File: config.mk
export PLATFORM = sky130hd
export DESIGN_NAME = bus_master_seq
export DESIGN_NICKNAME = d
export VERILOG_FILES = /design/src/rtl/bus_master_seq.sv
export SDC_FILE = /design/constraint.sdc
export NUM_CORES = 1
export LEC_CHECK = 0
export ABC_AREA = 0
export CELL_PAD_IN_SITES_DETAIL_PLACEMENT = 0
export CELL_PAD_IN_SITES_GLOBAL_PLACEMENT = 1
export CORE_MARGIN = 2
export CORE_UTILIZATION = 30
export CTS_CLUSTER_DIAMETER = 200
export CTS_CLUSTER_SIZE = 28
export DETAILED_ROUTE_END_ITERATION = 7
export HOLD_SLACK_MARGIN = 0.03
export PLACE_DENSITY_LB_ADDON = 0.1
export SETUP_SLACK_MARGIN = 0.15
export SLEW_MARGIN = 20
export SYNTH_ARGS = -nofsm -noshare
export SYNTH_HDL_FRONTEND = slang
export SYNTH_SLANG_ARGS = --single-unit
File: constraint.sdc
create_clock -name clk -period 2.5 [get_ports clk]
set_input_delay 0.375 -clock clk [delete_from_list [all_inputs] [get_ports clk]]
set_output_delay 0.375 -clock clk [all_outputs]
set_load 0.005 [all_outputs]
File: src/rtl/bus_master_seq.sv
// SDSU bus master sequencer: writes NUM_OPS operands, issues a start command, then waits for ready or a timeout.
// Define BUS_MASTER_LFSR_EN to draw operands from a Galois LFSR seeded with SEED; otherwise a counter is used.
module bus_master_seq #(
  parameter int          DATA_W      = 32,
  parameter int          ADDR_W      = 32,
  parameter int          NUM_OPS     = 2,
  parameter int          TIMEOUT_CYC = 255,
  parameter logic [31:0] SEED        = 32'h0000_0001
) (
  input  logic              clk,
  input  logic              rst_n,
  input  logic              enable,
  input  logic              ready,
  input  logic [DATA_W-1:0] result_data,
  output logic              valid,
  output logic              exec,
  output logic              write,
  output logic              start,
  output logic [ADDR_W-1:0] address,
  output logic [DATA_W-1:0] data,
  output logic              busy,
  output logic [DATA_W-1:0] result_out,
  output logic              result_valid,
  output logic              timeout,
  output logic [15:0]       txn_count
);

  typedef enum logic [2:0] {IDLE, OP, GAP, CMD, WAIT, DONE} state_t;

`ifdef BUS_MASTER_LFSR_EN
  localparam logic [31:0] SRC_INIT = SEED;
`else
  // counter mode always starts at zero; SEED only matters for the LFSR
  localparam logic [31:0] SRC_INIT = SEED & 32'h0;
`endif
  localparam logic [3:0]  LAST_K = 4'(NUM_OPS - 1);
  localparam logic [15:0] TO_M1  = 16'(TIMEOUT_CYC - 1);

  function automatic logic [31:0] advance(input logic [31:0] s);
`ifdef BUS_MASTER_LFSR_EN
    return s[0] ? ((s >> 1) ^ 32'h8020_0003) : (s >> 1);
`else
    return s + 32'd1;
`endif
  endfunction

  state_t            state, nxt;
  logic [3:0]        k, k_d;
  logic [15:0]       wcnt, wcnt_d, txn_d;
  logic [31:0]       src, src_d;
  logic              valid_d, start_d, busy_d, rv_d, to_d;
  logic [ADDR_W-1:0] addr_d;
  logic [DATA_W-1:0] data_d, res_d;

  // Outputs are computed from the next state so they line up with the state register.
  always_comb begin
    nxt    = state;
    k_d    = k;
    wcnt_d = wcnt;
    src_d  = src;
    addr_d = address;
    data_d = data;
    res_d  = result_out;
    txn_d  = txn_count;
    rv_d   = 1'b0;
    to_d   = 1'b0;
    case (state)
      IDLE: if (enable) begin
        nxt = OP;
        k_d = 4'd0;
      end
      OP:   nxt = GAP;
      GAP:  if (k < LAST_K) begin
        nxt = OP;
        k_d = k + 4'd1;
      end else begin
        nxt = CMD;
      end
      CMD: begin
        nxt    = WAIT;
        wcnt_d = 16'd0;
      end
      WAIT: if (ready) begin
        nxt   = DONE;
        res_d = result_data;
        rv_d  = 1'b1;
        txn_d = txn_count + 16'd1;
      end else if (wcnt == TO_M1) begin
        nxt  = IDLE;
        to_d = 1'b1;
      end else begin
        wcnt_d = wcnt + 16'd1;
      end
      DONE:    nxt = IDLE;
      default: nxt = IDLE;
    endcase
    if (nxt == OP) begin
      addr_d = ADDR_W'({28'd0, k_d} + 32'd1);
      data_d = src[DATA_W-1:0];
      src_d  = advance(src);
    end else if (nxt == CMD) begin
      addr_d = '0;
      data_d = DATA_W'(32'd1);
    end
    valid_d = (nxt == OP) || (nxt == CMD);
    start_d = (nxt == CMD) || (nxt == WAIT);
    busy_d  = (nxt != IDLE);
  end

  always_ff @(posedge clk or negedge rst_n) begin
    if (!rst_n) begin
      state        <= IDLE;
      k            <= '0;
      wcnt         <= '0;
      src          <= SRC_INIT;
      valid        <= 1'b0;
      exec         <= 1'b0;
      write        <= 1'b1;
      start        <= 1'b0;
      address      <= '0;
      data         <= '0;
      busy         <= 1'b0;
      result_out   <= '0;
      result_valid <= 1'b0;
      timeout      <= 1'b0;
      txn_count    <= '0;
    end else begin
      state        <= nxt;
      k            <= k_d;
      wcnt         <= wcnt_d;
      src          <= src_d;
      valid        <= valid_d;
      exec         <= valid_d;
      write        <= 1'b1;
      start        <= start_d;
      address      <= addr_d;
      data         <= data_d;
      busy         <= busy_d;
      result_out   <= res_d;
      result_valid <= rv_d;
      timeout      <= to_d;
      txn_count    <= txn_d;
    end
  end

endmodule

### Word-level counts from Yosys, hierarchy flattened

Cells that the tools add are included.

* bits of input ports: 36
* output and inout port bits: 119
* word-level logic and storage cells: 57
* register bits after elaboration: 172

* reduce and logical (&&, ||, !) cells: 8
* muxes and demuxes: 20
* order comparisons: 1
* eq/ne operators: 10
* add/subtract/negate cells: 5

Operators by type and width (count)
* 2-to-1 mux 32 bit: 4
* adder 16 x 1 -> 16 bit (second input constant): 2
* adder 32 x 1 -> 32 bit (second input constant): 1
* 2-to-1 mux 16 bit: 2
* one-hot mux 16 bit (2 select lines): 1
* == test 16 x 8 -> 1 bit (second input constant): 1
* one-hot mux 3 bit (5 select lines): 1
* == test 3 x 2 -> 1 bit (second input constant): 3
* 2-to-1 mux 3 bit: 3
* 2-to-1 mux 4 bit: 2
* one-hot mux 4 bit (2 select lines): 1
* == test 3 x 1 -> 1 bit (second input constant): 2
* == test 3 bit (second input constant): 2
* adder 4 x 1 -> 5 bit (second input constant): 1
* 2-to-1 mux 1 bit: 5
* adder 4 x 1 -> 4 bit (second input constant): 1
* < comparator 4 x 1 -> 1 bit (second input constant): 1
* != test 2 bit (second input constant): 2
* nonzero test 2 bit: 2
* logical NOT 3 bit: 1
* AND reduction 3 bit: 1
* nonzero test 3 bit: 1
* logical OR 1 bit: 2
* 2-to-1 mux 2 bit: 1
* AND reduction 2 bit: 1

### Longest topological paths before layout

Gate-level depths: netlist of run 1.

* word-level depth: 7
* gate-level depth with buffers: 9
* mapped depth without buffers: 9

### Least setup slack after synthesis of run 1

OpenSTA, ideal clock, no wires.

* kind: reg-to-reg
* from: register k[0]
* to: register address[1]
* stages on the path, launching flop included: 9
* setup time: 0.121 ns
* data required time: 2.379 ns
* period minus slack after synthesis: 2.246 ns
* slack: 0.254 ns
* data arrival time: 2.125 ns
* buffers on the path: 1
* cell sequence: dfrtp_1 -> inv_1 -> ha_1 -> or4b_4 -> o21a_4 -> buf_2 -> a21o_1 -> ha_1 -> a22o_1

* cells in the longest elaborated chain, start to end: 5
* elaborated cells on any way between the ends: 12
* those cells by class: 2 x add/sub; 1 x order compare; 2 x eq/ne; 6 x mux; 1 x reduce/logical

RTL lines
* start: declaration: RTL line 48 `logic [3:0] k, k_d;`
* start signal: assignment: RTL line 129 `k <= k_d;`
* adder 4 x 1 -> 4 bit or < comparator 4 x 1 -> 1 bit (tied branches): RTL line 75, 73
* 2-to-1 mux 4 bit: RTL line 73 `GAP: if (k < LAST_K) begin`
* one-hot mux 4 bit (2 select lines) (*): RTL line 67 `case (state)`
* named net k_d[0]: RTL line 48
* adder 4 x 1 -> 5 bit (*): RTL line 98 `addr_d = ADDR_W'({28'd0, k_d} + 32'd1);`
* 2-to-1 mux 32 bit (*): RTL line 97 `if (nxt == OP) begin`
* end signal: assignment: RTL line 136 `address <= addr_d;`
* end: declaration: RTL line 19 `output logic [ADDR_W-1:0] address,`

The timed path passes the listed nets; every way through them passes the cells marked *.
A chain may end at the register's enable or synchronous reset.

### Final worst setup path of run 1

* from: register k[0]
* to: register src[23]

* cells in the longest elaborated chain, start to end: 4

RTL lines
* < comparator 4 x 1 -> 1 bit: RTL line 73
* 2-to-1 mux 2 bit: RTL line 73
* one-hot mux 3 bit (5 select lines): RTL line 67
* == test 3 x 1 -> 1 bit: RTL line 97
* end signal: assignment: RTL line 131 `src <= src_d;`
* end: declaration: RTL line 50 `logic [31:0] src, src_d;`

No other way between the ends.

==> flow_summary.json, run 1 <==
{
  "synth_cell_types": 51,
  "finalNonFillerCells": 975,
  "first_pass_iters": 4,
  "ios": 155,
  "fmax_mhz": 444,
  "coreArea_um2": 21000,
  "diodes": 0,
  "vias": 4500,
  "hold_path.class": "reg -> reg",
  "register_area_um2": 3630,
  "portBuffers": 126,
  "synth_top_family_by_area": "simple AND/OR/NAND/NOR gates",
  "slowest_delay_ns": 0.53,
  "synth_fa_ha_area_share_pct": 1.37,
  "slowest_stage": "or4b_4",
  "finalSetupViolations": 0,
  "multiInputGateArea_um2": 2540,
  "final_hold_viol_count": 0,
  "finalNetCount": 730,
  "period_minus_slack_ns": 2.25,
  "worst_pin_slew_ns": 0.677,
  "required_ns": 2.84,
  "grt_max_degree": 56,
  "drt_drc_violations_left": 0,
  "setup-tns-final_ns": 0,
  "vdd_drop_max_mv": 0.472,
  "drive_gt1_share_pct": 16.4,
  "grtUsageTotal_pct": 14.1,
  "start_util_pct": 30.5,
  "area_growth_pct": 35.4,
  "grt_pass1_wl_um": 24900,
  "max_slew_margin_pct": 54.4,
  "power_density_nw_per_um2": 971,
  "dieArea_um2": 22600,
  "synthMuxAreaShare_pct": 5.95,
  "overflow": 0,
  "setup.worst_path.class": "reg -> reg",
  "dp.cells": 934,
  "synthesis.area_um2": 6410,
  "gp_congestion": 0.732,
  "die_h_um": 150,
  "ant_nets": 0,
  "synth_compound_area_share_pct": 8.06,
  "cts.htree.levels": 4,
  "drt-total-wl_um": 15000,
  "grt_pass1_vias": 4710,
  "antenna_found_initial": 0,
  "drv_cap": 0,
  "hpwl_um": 10400,
  "synthXorXnorAreaFrac_pct": 8.06,
  "yosys_warnings": 0,
  "cts_buffers": 17,
  "avgSynthCellArea_um2": 12.1,
  "synth_cells": 531,
  "drtIter0Drc": 121,
  "skew_ns": 0.0102,
  "clockRootBuffer": "clkbuf_16",
  "path_cells": "inv_1, ha_1, or4b_4, o21ai_4, nand3_4, buf_4, nor3_1, xor2_1",
  "synth_seq_area_share_pct": 56.6,
  "viasPerCell": 4.62,
  "cts_tree": "built",
  "synth-simple-area-share_pct": 14.3,
  "clk_pin_slew_ns": 0.06,
  "die_x_um": 150,
  "clock_path_buffers": 2,
  "slew_violations": 0,
  "insertion_delay_ns": 0.42,
  "cts_sinks": 145,
  "period_share_pct": 90.2,
  "fill_cells": 2003,
  "rsz0062_at_grt": "true",
  "row_count": 53,
  "startpoint_type": "register",
  "avgRoutedWirePerCell_um": 15.4,
  "worst_setup_path_end_kind": "register",
  "ys_seq_elements": 145,
  "critical_path_arrival_ns": 2.60,
  "outcome": "finished clean",
  "path_max_fanout": 9,
  "leakage_uw": 0.00381
}
registers in the layout, summed over array words and instances (netlist names):
| register | count |
|---|---|
| state | 3 |
| address | 5 |
| data | 32 |
| result_valid | 1 |
| exec | 1 |
| timeout | 1 |
| result_out | 32 |
| start | 1 |
| wcnt | 16 |
| busy | 1 |
| txn_count | 16 |
| k | 4 |
| src | 32 |
final cells by class:
cell class / instances / area share, %
sequential: 145 / 41.8
multi-input combinational: 355 / 29.2
timing repair buffer: 159 / 18.1
clock buffer: 21 / 5.42
tap: 275 / 3.96
clock inverter: 11 / 1.20
inverter: 9 / 0.389
cells in the mapped netlist (all sizes together):
cell / count / area (um2)
a32o: 1 / 10.0
mux2: 33 / 372
and3: 8 / 50.1
o21a: 1 / 15.0
a31o: 1 / 8.76
nand3: 20 / 110
nor2: 36 / 135
nor4b: 1 / 23.8
and4bb: 1 / 12.5
a211oi: 2 / 15.0
a22o: 30 / 263
and2: 2 / 12.5
a21o: 2 / 15.0
xor2: 20 / 175
a2111oi: 1 / 10.0
nor3: 14 / 80.1
nand2: 35 / 131
o22a: 1 / 8.76
conb: 2 / 7.51
o211ai: 1 / 7.51
inv: 9 / 33.8
o2111ai: 2 / 17.5
clkbuf: 6 / 22.5
xnor2: 39 / 342
nand4b: 1 / 8.76
nand2b: 3 / 18.8
and4: 3 / 26.3
a221oi: 1 / 8.76
nand4: 14 / 103
or3: 6 / 37.5
ha: 7 / 87.6
and3b: 1 / 8.76
nor4: 9 / 108
mux2i: 1 / 10.0
or4: 1 / 11.3
or2: 1 / 6.26
a31oi: 1 / 6.26
a21oi: 8 / 40.0
or4b: 2 / 27.5
buf: 42 / 302
nor2b: 1 / 6.26
o21ai: 16 / 91.3
dfrtp: 145 / 3630
worst paths after layout:
kind	startpoint	endpoint	slack, ns	cells after the start
max	k[0]	src[23]	0.25	8
min	txn_count[15]	txn_count[15]	0.47	1
max reg2reg	k[0]	src[23]	0.25	8
min reg2reg	txn_count[15]	txn_count[15]	0.47	1
max in group asynchronous	rst_n	txn_count[7]	1.39	3
min in group asynchronous	rst_n	data[9]	0.50	2
stage by stage:
stage	hold slack (ns)	setup WS (ns)	utilization (%)	power (uW)	cell area, um2
2_1_floorplan	0.0794	0.254	-	4490	6510
3_3_place_gp	0.377	0.0845	38.1	5810	8020
3_5_place_dp	0.384	0.0720	38.1	5840	8020
4_1_cts	0.478	0.192	40.9	8400	8600
5_1_grt	0.503	0.117	41.3	8990	8680
6_report	0.471	0.245	41.3	8430	8680
critical path: cells and delay by family, from the launching register on:
family                   cells  cell delay, ns
AND/OR/NAND/NOR              3            0.91
flip-flops                   1            0.41
buffers and inverters        2            0.27
AO/OA/AOI/OAI                1            0.25
adder cells (fa/ha/maj)      1            0.17
XOR/XNOR                     1            0.17
cell families after synthesis:
family          Yosys count
mux                      34
compound gates           68
other cells               2
xor+xnor                 59
fa+ha+maj                 7
flops                   145
simple gates            159
buf+inv                  57
metal layers:
layer | wire length, um | up-vias | global-route usage, %
li1 | - | 2139 | -
met1 | 6790 | 2219 | 18.3
met2 | 6880 | 124 | 21.2
met3 | 1100 | 18 | 5.94
met4 | 223 | 0 | 4.39
met5 | 0 | - | 0
what timing repair did:
item,4_1_cts,5_1_grt
gates resized for setup,0,1
hold buffers,1,0
setup buffers,0,7
setup endpoints to repair,0,7
hold endpoints to repair,51,0
cell usage in the layout (no fill, tap or decap), drive strengths merged, types with 2 or more instances in the layout:
cell           count
and3               8
nand2b             3
or4b               2
clkinv             5
or3                6
nor4               9
buf               32
nand2             35
a211oi             2
mux2              33
clkdlybuf4s50    125
a22o              30
nor2              36
clkbuf            22
a21oi              8
nor3              14
o2111ai            2
and4               3
ha                 7
a21o               2
nand3             20
dfrtp            145
xnor2             39
clkinvlp           2
inv               12
xor2              20
nand4             14
o21ai             16
conb              28
and2               2
power breakdown:
group	internal (uW)	total [uW]	switching (uW)
Sequential	2860	3210	353
Combinational	1550	2720	1170
Clock	1460	2500	1040
Total	5870	8430	2570
(Power assumes the default switching activity.)
==> inputs of run 2 (changes only) <==
--- a/config.mk
+++ b/config.mk
@@ -5,10 +5,10 @@
 export SDC_FILE = /design/constraint.sdc
 export NUM_CORES = 1
 export LEC_CHECK = 0
-export ABC_AREA = 0
+export ABC_AREA = 1
 export CELL_PAD_IN_SITES_DETAIL_PLACEMENT = 0
 export CELL_PAD_IN_SITES_GLOBAL_PLACEMENT = 1
-export CORE_MARGIN = 2
+export CORE_MARGIN = 3
 export CORE_UTILIZATION = 30
 export CTS_CLUSTER_DIAMETER = 200
 export CTS_CLUSTER_SIZE = 28
==> constraint.sdc (replaced) <==
create_clock -name clk -period 2.45 [get_ports clk]
set_input_delay 0.3675 -clock clk [delete_from_list [all_inputs] [get_ports clk]]
set_output_delay 0.3675 -clock clk [all_outputs]
set_load 0.005 [all_outputs]
==> run 2 against run 1 <==
Against the previous run:
- sequential cell count stayed put
- power is 1.9% higher
- largest power group unchanged
- fmax is 17% higher
- first-iteration DRC count is 88% higher
- clock power is 3% higher
- clock-buffer cell count is 2 lower
- global-route usage is 1.0 points higher
- routed wire length is 27% higher
- non-clock buffer count is 19 lower
- register-to-register slack better by 0.29 ns
- final area is 7.1% higher
==> flow_summary.json, run 2 <==
{
  "ios": 155,
  "vdd_drop_max_mv": 0.335,
  "start_util_pct": 31.1,
  "fmax_mhz": 521,
  "grt_pass1_wl_um": 31400,
  "coreArea_um2": 23100,
  "period_minus_slack_ns": 1.92,
  "die_h_um": 161,
  "hpwl_um": 13900,
  "r2r-end": "wcnt[13]",
  "synth_flop_cell": "dfrtp_1",
  "diodes": 0,
  "final_cell_mix": "nand2_1, dfrtp_1, clkdlybuf4s50_1, nor2_1, inv_1",
  "avgSynthCellArea_um2": 8.03,
  "area_growth_pct": 29.9,
  "ant_nets": 0,
  "cts_tree": "built",
  "drt-total-wl_um": 19000,
  "hold_path.class": "in -> async",
  "grt_pass1_vias": 5761,
  "skew_ns": 0.0106,
  "drt_drc_violations_left": 0,
  "worst_setup_path_end_kind": "register",
  "gp_congestion": 0.777,
  "drv_cap": 0,
  "cts_resized": 0,
  "drive_gt1_share_pct": 7.23,
  "insertion_delay_ns": 0.42,
  "synthesis.area_um2": 7160,
  "reg2reg_depth": 7,
  "synth_commonest_cells": "nand2_1, dfrtp_1, nor2_1",
  "synth_area_leader_cell": "dfrtp_1",
  "synth_cell_types": 31,
  "portBuffers": 126,
  "cts.htree.levels": 4,
  "power_density_nw_per_um2": 924,
  "synth_cells": 892,
  "top_regs": "data (32), result_out (32), src (32)",
  "synth-edff-count": 0,
  "drtIter0Drc": 228,
  "rrSetupSlack_ns": 0.53,
  "cts_sinks": 145,
  "slew_violations": 0,
  "setup.worst_path.class": "reg -> reg",
  "cts_buffers": 17,
  "dieArea_um2": 25800,
  "fin_ws_ns": 0.531,
  "vias": 5815,
  "period_share_pct": 78.3,
  "yosys_warnings": 0,
  "overflow": 0,
  "avgRoutedWirePerCell_um": 14.1,
  "dpl_worst_slack_ns": 0.404,
  "yosysMostFrequentCell": "nand2_1",
  "final_common_cell": "nand2_1",
  "yosysTopAreaCellShare_pct": 50.7,
  "ys_seq_elements": 145,
  "critical_path_arrival_ns": 2.24,
  "grt_max_degree": 39,
  "worst_pin_slew_ns": 0.575,
  "finalNetCount": 1067,
  "path_max_fanout": 33,
  "finalSetupViolations": 0,
  "die_x_um": 161,
  "yosys-top-cells-area": "dfrtp_1, nand2_1, nor2_1",
  "row_count": 55,
  "finalNonFillerCells": 1350,
  "startpoint_type": "register",
  "synth_seq_area_share_pct": 50.7,
  "dp.cells": 1317,
  "clock_path_buffers": 2,
  "clk_pin_slew_ns": 0.07,
  "final_hold_viol_count": 0,
  "async_reset_ff_share_pct": 100,
  "setup-tns-final_ns": 0,
  "required_ns": 2.77,
  "clockRootBuffer": "clkbuf_16",
  "leakage_uw": 0.00435,
  "rsz0062_at_grt": "false",
  "max_slew_margin_pct": 61.6,
  "antenna_found_initial": 0,
  "first_pass_iters": 4,
  "grtUsageTotal_pct": 15.1,
  "finish.utilization_pct": 40.3,
  "outcome": "finished clean",
  "r2r-start": "wcnt[0]",
  "viasPerCell": 4.31
}
## run 2: changes by cell type after synthesis, sizes merged, moves of 8 or more
cell,change
nor2,+46
inv,+61
nand3,+33
o21ai,+31
xor2,+9
and3,-8
nor3,+10
mux2,-33
xnor2,-33
nand2,+304
a22o,-24
nor4,-9
## run 2: area by class of cell
cell class | count | area, um2
Clock buffer | 19 | 453
Timing Repair Buffer | 140 | 1400
Fill cell | 2432 | 13800
Multi-Input combinational cell | 650 | 3040
Tap cell | 313 | 392
Inverter | 70 | 265
Clock inverter | 13 | 125
Sequential cell | 145 | 3630
## run 2: worst max-delay path by stage
| stage | depth (start not counted) | to | slack [ns] | from |
|---|---|---|---|---|
| floorplan | 8 | address[1] | 0.82 | k[0] |
| global placement | 8 | src[12] | 0.45 | enable |
| detailed placement | 8 | src[12] | 0.40 | enable |
| CTS | 7 | wcnt[13] | 0.48 | wcnt[0] |
| global route | 7 | wcnt[13] | 0.28 | wcnt[0] |
| finish | 7 | wcnt[13] | 0.53 | wcnt[0] |
## run 2: through the flow
step	hold slack, ns	power, uW	area [um2]
after floorplan	0.0719	4660	7260
after global placement	0.312	6130	8710
after detailed placement	0.311	6140	8710
after CTS	0.417	8780	9300
after global routing	0.463	9190	9300
final	0.424	8590	9300
## run 2: logic make-up after synthesis
logic type / share of synthesized area (%)
other: 0.105
adder cells (fa/ha/maj): 1.22
buffers and inverters: 8.39
XOR/XNOR: 4.28
AO/OA/AOI/OAI: 4.25
flip-flops: 50.7
AND/OR/NAND/NOR: 31.1
## run 2: where the power goes
group | switching (uW) | total [uW] | internal [uW]
logic | 1440 | 2710 | 1270
registers | 373 | 3310 | 2940
clock network | 1100 | 2570 | 1470
total | 2910 | 8590 | 5680
## run 2: per-layer routing
layer / global-route usage [%] / vias to the layer above / wire [um]
met1: 20.0 / 2695 / 9050
met3: 3.22 / 11 / 562
met2: 25.2 / 92 / 9190
met4: 3.71 / 0 / 174
li1: - / 3017 / -
met5: 0 / - / 0
## run 2: repair_timing
item                      4_1_cts  5_1_grt
setup buffers                   0        0
hold buffers                    1        0
hold endpoints to repair       34        0
## run 2: critical path: stages (launching register included)
cell     delay, ns
dfrtp_1       0.44
inv_1         0.12
ha_1          0.23
nand3_1       0.08
nor2_1        0.05
nand3_1       0.09
nand3_2       0.45
o21ai_0       0.36
